**config.mk**
```make
export PLATFORM = sky130hd
export DESIGN_NAME = uart_boot_streamer_flat
export DESIGN_NICKNAME = d
export VERILOG_FILES = /design/src/rtl/uart_boot_pkg.sv /design/src/rtl/uart_boot_streamer_if.sv /design/src/rtl/uart_tx_byte.sv /design/src/rtl/uart_boot_streamer.sv /design/src/flat_wrapper.sv
export SDC_FILE = /design/constraint.sdc
export NUM_CORES = 1
export LEC_CHECK = 0
export BUFFER_PORTS_ARGS = -buffer_cell sky130_fd_sc_hd__buf_2
export CAP_MARGIN = 20
export CELL_PAD_IN_SITES_DETAIL_PLACEMENT = 0
export CELL_PAD_IN_SITES_GLOBAL_PLACEMENT = 1
export CORE_MARGIN = 5
export CORE_UTILIZATION = 44
export CTS_CLUSTER_SIZE = 24
export DETAILED_ROUTE_END_ITERATION = 10
export GPL_TIMING_DRIVEN = 0
export PLACE_DENSITY = 0.9
export SETUP_SLACK_MARGIN = 0.05
export SLEW_MARGIN = 10
export SYNTH_ARGS = -nofsm -noshare
export SYNTH_HDL_FRONTEND = slang
export SYNTH_SLANG_ARGS = --single-unit
```
**constraint.sdc**
```tcl
create_clock -name clk -period 2.87 [get_ports clk]
set_input_delay 0.4305 -clock clk [delete_from_list [all_inputs] [get_ports clk]]
set_output_delay 0.4305 -clock clk [all_outputs]
set_load 0.03 [all_outputs]
```
**src/rtl/uart_boot_pkg.sv**
```systemverilog
// Shared constants and FSM state encoding for the UART boot image streamer.
// The CSUM state only exists when BOOT_CHECKSUM_EN is defined.
package uart_boot_pkg;

    localparam logic [7:0] SYNC_DEFAULT    = 8'hA5;
    localparam int         UART_FRAME_BITS = 10;

    typedef enum logic [3:0] {
        ST_IDLE,
        ST_SYNC,
        ST_LEN_HI,
        ST_LEN_LO,
        ST_FETCH,
        ST_WAIT,
        ST_SEND,
`ifdef BOOT_CHECKSUM_EN
        ST_CSUM,
`endif
        ST_FIN
    } state_t;

endpackage

```
**src/rtl/uart_boot_streamer_if.sv**
```systemverilog
// Word-memory read port between the boot streamer (master) and the image memory (slave).
interface uart_boot_streamer_if #(
    parameter int ADDR_W = 8,
    parameter int DATA_W = 16
);
    logic [ADDR_W-1:0] mem_adr;
    logic              mem_rd;
    logic [DATA_W-1:0] mem_data;

    modport master (output mem_adr, output mem_rd, input mem_data);
    modport slave  (input mem_adr, input mem_rd, output mem_data);
endinterface

```
**src/rtl/uart_tx_byte.sv**
```systemverilog
// 8N1 byte serializer with down-counting baud timer. ready is also raised in the final
// stop-bit cycle so a pending byte starts with no idle time on the line.
module uart_tx_byte
    import uart_boot_pkg::*;
#(
    parameter int CLK_DIV = 868
) (
    input  logic       clk,
    input  logic       rst_n,
    input  logic       ce_i,
    input  logic       valid_i,
    input  logic [7:0] data_i,
    output logic       ready_o,
    output logic       tx_o
);
    localparam int                CW        = $clog2(CLK_DIV);
    localparam logic [CW-1:0]     BAUD_LAST = CW'(CLK_DIV - 1);
    localparam logic [3:0]        BIT_LAST  = 4'(UART_FRAME_BITS - 1);

    logic                       active_q, active_d;
    logic [CW-1:0]              baud_q, baud_d;
    logic [3:0]                 bit_q, bit_d;
    logic [UART_FRAME_BITS-1:0] shreg_q, shreg_d;
    logic                       last_tick;

    assign last_tick = active_q && (baud_q == '0) && (bit_q == 4'd0);
    assign ready_o   = !active_q || last_tick;
    // Idle level comes from active_q alone, so async reset drives the line high at once.
    assign tx_o      = active_q ? shreg_q[0] : 1'b1;

    always_comb begin
        active_d = active_q;
        baud_d   = baud_q;
        bit_d    = bit_q;
        shreg_d  = shreg_q;
        if (active_q) begin
            if (baud_q == '0) begin
                baud_d = BAUD_LAST;
                if (bit_q == 4'd0) begin
                    active_d = 1'b0;
                end else begin
                    bit_d   = bit_q - 4'd1;
                    shreg_d = {1'b1, shreg_q[UART_FRAME_BITS-1:1]};
                end
            end else begin
                baud_d = baud_q - CW'(1);
            end
        end
        if (valid_i && ready_o) begin
            active_d = 1'b1;
            baud_d   = BAUD_LAST;
            bit_d    = BIT_LAST;
            shreg_d  = {1'b1, data_i, 1'b0};
        end
    end

    always_ff @(posedge clk or negedge rst_n) begin
        if (!rst_n) begin
            active_q <= 1'b0;
            baud_q   <= '0;
            bit_q    <= 4'd0;
            shreg_q  <= '1;
        end else if (ce_i) begin
            active_q <= active_d;
            baud_q   <= baud_d;
            bit_q    <= bit_d;
            shreg_q  <= shreg_d;
        end
    end

endmodule

```
**src/rtl/uart_boot_streamer.sv**
```systemverilog
// Streams SYNC, 16-bit word count and a memory image over UART TX for the boot loader.
// Define BOOT_CHECKSUM_EN to append a mod-256 checksum of all bytes after SYNC.
module uart_boot_streamer
    import uart_boot_pkg::*;
#(
    parameter int         CLK_DIV = 868,
    parameter int         DATA_W  = 16,
    parameter int         ADDR_W  = 8,
    parameter logic [7:0] SYNC    = SYNC_DEFAULT
) (
    input  logic                clk,
    input  logic                rst_n,
    input  logic                ce_i,
    input  logic                start_i,
    input  logic [ADDR_W-1:0]   base_adr_i,
    input  logic [15:0]         word_cnt_i,
    uart_boot_streamer_if.master mem,
    output logic                tx_o,
    output logic                busy_o,
    output logic                done_o
);
    localparam int                NB      = DATA_W / 8;
    localparam int                BI_W    = (NB > 1) ? $clog2(NB) : 1;
    localparam logic [BI_W-1:0]   BI_LAST = BI_W'(NB - 1);
`ifdef BOOT_CHECKSUM_EN
    localparam state_t            TAIL    = ST_CSUM;
`else
    localparam state_t            TAIL    = ST_FIN;
`endif

    state_t              state_q, state_d;
    logic [ADDR_W-1:0]   adr_q, adr_d;
    logic [15:0]         cnt_q, cnt_d;
    logic [DATA_W-1:0]   word_q, word_d;
    logic [BI_W-1:0]     bidx_q, bidx_d;
    logic                done_q, done_d;
`ifdef BOOT_CHECKSUM_EN
    logic [7:0]          csum_q, csum_d;
`endif

    logic                tx_valid;
    logic [7:0]          tx_data;
    logic                tx_ready;
    logic                accept;

    assign accept      = tx_valid && tx_ready;
    assign mem.mem_adr = adr_q;
    assign mem.mem_rd  = (state_q == ST_FETCH);
    assign busy_o      = (state_q != ST_IDLE);
    assign done_o      = done_q;

    always_comb begin
        state_d  = state_q;
        adr_d    = adr_q;
        cnt_d    = cnt_q;
        word_d   = word_q;
        bidx_d   = bidx_q;
        done_d   = 1'b0;
        tx_valid = 1'b0;
        tx_data  = SYNC;
`ifdef BOOT_CHECKSUM_EN
        csum_d   = csum_q;
`endif
        case (state_q)
            ST_IDLE: begin
                // done_q blocks a start arriving in the same cycle as the done pulse.
                if (start_i && !done_q) begin
                    adr_d   = base_adr_i;
                    cnt_d   = word_cnt_i;
                    state_d = ST_SYNC;
`ifdef BOOT_CHECKSUM_EN
                    csum_d  = 8'h00;
`endif
                end
            end
            ST_SYNC: begin
                tx_valid = 1'b1;
                tx_data  = SYNC;
                if (accept) state_d = ST_LEN_HI;
            end
            ST_LEN_HI: begin
                tx_valid = 1'b1;
                tx_data  = cnt_q[15:8];
                if (accept) state_d = ST_LEN_LO;
            end
            ST_LEN_LO: begin
                tx_valid = 1'b1;
                tx_data  = cnt_q[7:0];
                if (accept) state_d = (cnt_q == 16'd0) ? TAIL : ST_FETCH;
            end
            ST_FETCH: begin
                adr_d   = adr_q + ADDR_W'(1);
                cnt_d   = cnt_q - 16'd1;
                state_d = ST_WAIT;
            end
            ST_WAIT: begin
                word_d  = mem.mem_data;
                bidx_d  = BI_LAST;
                state_d = ST_SEND;
            end
            ST_SEND: begin
                tx_valid = 1'b1;
                tx_data  = word_q[bidx_q*8 +: 8];
                // The next fetch runs while this word's last byte is still on the line.
                if (accept) begin
                    if (bidx_q == '0) state_d = (cnt_q != 16'd0) ? ST_FETCH : TAIL;
                    else              bidx_d  = bidx_q - BI_W'(1);
                end
            end
`ifdef BOOT_CHECKSUM_EN
            ST_CSUM: begin
                tx_valid = 1'b1;
                tx_data  = csum_q;
                if (accept) state_d = ST_FIN;
            end
`endif
            ST_FIN: begin
                if (tx_ready) begin
                    state_d = ST_IDLE;
                    done_d  = 1'b1;
                end
            end
            default: state_d = ST_IDLE;
        endcase
`ifdef BOOT_CHECKSUM_EN
        if (accept && (state_q inside {ST_LEN_HI, ST_LEN_LO, ST_SEND}))
            csum_d = csum_q + tx_data;
`endif
    end

    always_ff @(posedge clk or negedge rst_n) begin
        if (!rst_n) begin
            state_q <= ST_IDLE;
            adr_q   <= '0;
            cnt_q   <= 16'd0;
            word_q  <= '0;
            bidx_q  <= '0;
            done_q  <= 1'b0;
`ifdef BOOT_CHECKSUM_EN
            csum_q  <= 8'h00;
`endif
        end else if (ce_i) begin
            state_q <= state_d;
            adr_q   <= adr_d;
            cnt_q   <= cnt_d;
            word_q  <= word_d;
            bidx_q  <= bidx_d;
            done_q  <= done_d;
`ifdef BOOT_CHECKSUM_EN
            csum_q  <= csum_d;
`endif
        end
    end

    uart_tx_byte #(.CLK_DIV(CLK_DIV)) u_tx_byte (
        .clk     (clk),
        .rst_n   (rst_n),
        .ce_i    (ce_i),
        .valid_i (tx_valid),
        .data_i  (tx_data),
        .ready_o (tx_ready),
        .tx_o    (tx_o)
    );

endmodule
```
**src/flat_wrapper.sv**
```systemverilog
// flat-port wrapper written by rule: the top's interface ports become plain ports
module uart_boot_streamer_flat import uart_boot_pkg::*;
#(
    parameter int         CLK_DIV = 868,
    parameter int         DATA_W  = 16,
    parameter int         ADDR_W  = 8,
    parameter logic [7:0] SYNC    = SYNC_DEFAULT
)
  (clk, rst_n, ce_i, start_i, base_adr_i, word_cnt_i, tx_o, busy_o, done_o, mem_mem_adr, mem_mem_rd, mem_mem_data);
  uart_boot_streamer_if #(.ADDR_W(ADDR_W), .DATA_W(DATA_W)) mem_i ();
  input  logic clk;
  input  logic rst_n;
  input  logic ce_i;
  input  logic start_i;
  input  logic [ADDR_W-1:0] base_adr_i;
  input  logic [15:0] word_cnt_i;
  output logic tx_o;
  output logic busy_o;
  output logic done_o;
  output wire logic [$bits(mem_i.mem_adr)-1:0] mem_mem_adr;
  output wire logic [$bits(mem_i.mem_rd)-1:0] mem_mem_rd;
  input wire logic [$bits(mem_i.mem_data)-1:0] mem_mem_data;
  assign mem_mem_adr = mem_i.mem_adr;
  assign mem_mem_rd = mem_i.mem_rd;
  assign mem_i.mem_data = mem_mem_data;
  uart_boot_streamer #(.CLK_DIV(CLK_DIV), .DATA_W(DATA_W), .ADDR_W(ADDR_W), .SYNC(SYNC)) u_core (.clk(clk), .rst_n(rst_n), .ce_i(ce_i), .start_i(start_i), .base_adr_i(base_adr_i), .word_cnt_i(word_cnt_i), .mem(mem_i), .tx_o(tx_o), .busy_o(busy_o), .done_o(done_o));
endmodule
```
==> run summary <==
Status = finished clean
Routability cong. = 0.860
DRT Pass-1 Iters = 5
Max-cap violations = 0
Floorplan row count = 34
Final period util = 93.0%
CP peak stage delay = 490 ps
Skew-Pair Late Insertion Delay = 350 ps
Clk sinks = 69
Fin Setup TNS = 0 ps
Initial DRC count = 157
Share of the synthesized area in the top cell type = 38.4%
Hold-fix buffers, CTS = 0
Relative slew slack = 60.3%
Placed Area = 4340 sq um
# DRC = 0
Final Slew Violations = 0
Top-count cell post-synth = dfrtp_1
Worst Clk Skew = 17.3 ps
Synthesized instance count = 406
Die area = 10900 sq um
Critical path endpoint category = flip-flop
Vias per cell = 5.74
CTS tree = yes
Setup violators final = 0
Critical Path Source Type = flip-flop
Die Wd = 104 um
Wire length on met2 = 4880 um
Top cells by count, synth = dfrtp_1, a21oi_1, nand2_1
Yosys top cell by area = dfrtp_1
Placed cells = 569
Distinct cells, synth = 59
Synthesized flop and latch total = 69
Required time of the critical path = 3130 ps
Starting density of the core = 45.0%
Worst-margin pin slew = 596 ps
# nets final = 523
Worst EP arrival = 2930 ps
I/O Pins = 56
Synth Flop Type = dfrtp_1
Met3 Routed Length = 487 um
Area growth, synth to finish = 16.6%
DIE HEIGHT = 104 um
Fraction of final layout cells sized beyond drive strength 1 = 25.7%
Syn nets = 456
Syn. warnings = 0
Global-route wire length before repair = 16700 um
Critical path cell sequence = inv_1 -> ha_1 -> or4b_4 -> o41a_2 -> nor2_1 -> nor2_4 -> mux2_1
Final hold violation count = 0
Tot GR Track Use = 18.5%
Peak supply drop = 0.360 mV
Antenna Cells = 0
Crit Path Class = flip-flop to flip-flop
Metal-1 WL = 4470 um
Dpl hpwl = 7310 um
Initial antenna violation count = 0
Routed wire length = 9890 um
H-tree depth = 3
Post-synthesis sequential area ratio = 44.5%
Pin count of the biggest net entering global routing = 37
P_leak = 0.00202 uW
Highest routed layer = met4
Synth top area cells = dfrtp_1, mux2_2, dfstp_2
Post-Layout Cell Count = 586
Overflow after GRT = 0
CTS Root Buffer Type = clkbuf_8
Worst-path fanout max = 9
Vias in the first global route = 3355
RSZ-0062 raised after global routing = no
Worst-path clk slew = 80 ps
HP Class = input port to asynchronous set/reset pin
Min cycle time layout = 2670 ps
Post-synth EDFFs = 0
Syn Area/Cell = 9.62 sq um
Max Freq = 0.374 GHz
Final Instance Area = 4560 sq um
Synth async-reset ratio = 100%
Core ar. = 8680 sq um
Routed vias = 3361
Port bufs = 54
Critical Path Slowest Stage Cell = or4b_4
Mapped cell area = 3910 sq um
Pwr/cell area = 830 nW/um^2
Num CTS Buffers = 9
WL/cell = 16.9 um
Final ANT Viol Nets = 0
CTS max path bufs = 2
-- state kept, by name, indices dropped and copies added (netlist names) --
register	count
u_core.state_q	3
u_core.u_tx_byte.bit_q	4
u_core.done_o	1
u_core.u_tx_byte.shreg_q	9
u_core.cnt_q	16
u_core.bidx_q	1
u_core.u_tx_byte.active_q	1
u_core.word_q	16
u_core.mem.mem_adr	8
u_core.u_tx_byte.baud_q	10
-- final timing paths --
kind / start / endpoint / slack (ps) / cells after the start
min: rst_n / u_core.u_tx_byte.baud_q[7] / 10 / 1
min reg2reg: u_core.u_tx_byte.shreg_q[2] / u_core.u_tx_byte.shreg_q[2] / 480 / 2
max in group asynchronous: rst_n / u_core.u_tx_byte.shreg_q[2] / 2220 / 2
max reg2reg: u_core.u_tx_byte.baud_q[0] / u_core.u_tx_byte.shreg_q[3] / 200 / 7
min in group clk: mem_mem_data[11] / u_core.word_q[11] / 320 / 2
max: u_core.u_tx_byte.baud_q[0] / u_core.u_tx_byte.shreg_q[3] / 200 / 7
-- routing by layer --
layer / global-route usage (%) / vias up
met2: 29.8 / 103
met1: 25.5 / 1616
met3: 3.66 / 4
met5: 0 / -
li1: - / 1638
met4: 4.90 / 0
-- through the flow --
step | setup slack (ps) | total power, uW | util [%] | hold slack [ps]
after floorplan | 438 | 2570 | - | 135
after global placement | 239 | 2910 | 49.7 | 472
after detailed placement | 205 | 2970 | 50.0 | 402
after CTS | 183 | 3800 | 52.3 | 23.1
after global routing | 57.1 | 4060 | 52.5 | 47.6
final | 200 | 3780 | 52.5 | 14.8
-- layout make-up --
type                            instances  area (sq um)
Multi-Input combinational cell        295          2020
Clock inverter                          4          47.5
Timing Repair Buffer                   56           300
Sequential cell                        69          1740
Buffer                                 23          93.8
Clock buffer                           12           155
Inverter                               19          71.3
Tap cell                              108           135
Fill cell                             816          4120
-- where the power goes --
part | internal (uW) | leakage, uW | total [uW] | switching [uW]
clock | 447 | 0.000102 | 815 | 369
combinational | 584 | 0.00108 | 1280 | 698
sequential | 1360 | 0.000830 | 1680 | 324
total | 2390 | 0.00202 | 3780 | 1390
-- critical path, delay by kind of cell (launching register included) --
kind            cells  cell delay, ps
flops               1             420
simple gates        3            1080
buf+inv             1             100
compound gates      1             490
mux                 1             350
fa+ha+maj           1             140
-- cells in the final DEF, fill, tap and decap left out, types with 3 or more instances in the layout --
cell type,count
ha_1,6
mux2i_1,12
mux2_1,4
buf_2,53
xnor2_1,6
clkbuf_8,11
o32ai_1,6
clkbuf_1,19
or4_1,4
dfstp_2,9
o21ai_0,26
o22ai_1,17
nand4b_1,3
o211ai_1,3
nor2_1,24
nand3_1,12
a21oi_1,37
nor3_1,8
nand3b_1,3
inv_1,17
or4b_2,3
dfrtp_1,60
nand2_1,34
a22oi_1,8
mux2_2,23
a2bb2oi_1,6
or2_2,4
or3_1,6
buf_1,4
nand4_1,5
-- cells by family (layout without fill, tap and decap cells) --
group | after synthesis | after routing | synth area share [%]
flip-flops | 69 | 69 | 44.5
adder cells (fa/ha/maj) | 6 | 6 | 1.92
multiplexers | 39 | 39 | 10.9
XOR/XNOR | 8 | 8 | 1.79
AND/OR/NAND/NOR | 121 | 121 | 16.9
AO/OA/AOI/OAI | 121 | 121 | 19.8
buffers and inverters | 42 | 114 | 4.23
-- timing repair --
item / in CTS / in global routing
buffers inserted: 0 / 1
endpoints found under the setup margin: 0 / 4
gates resized for setup: 0 / 1
No activity file was read; power rests on OpenSTA's default activity.
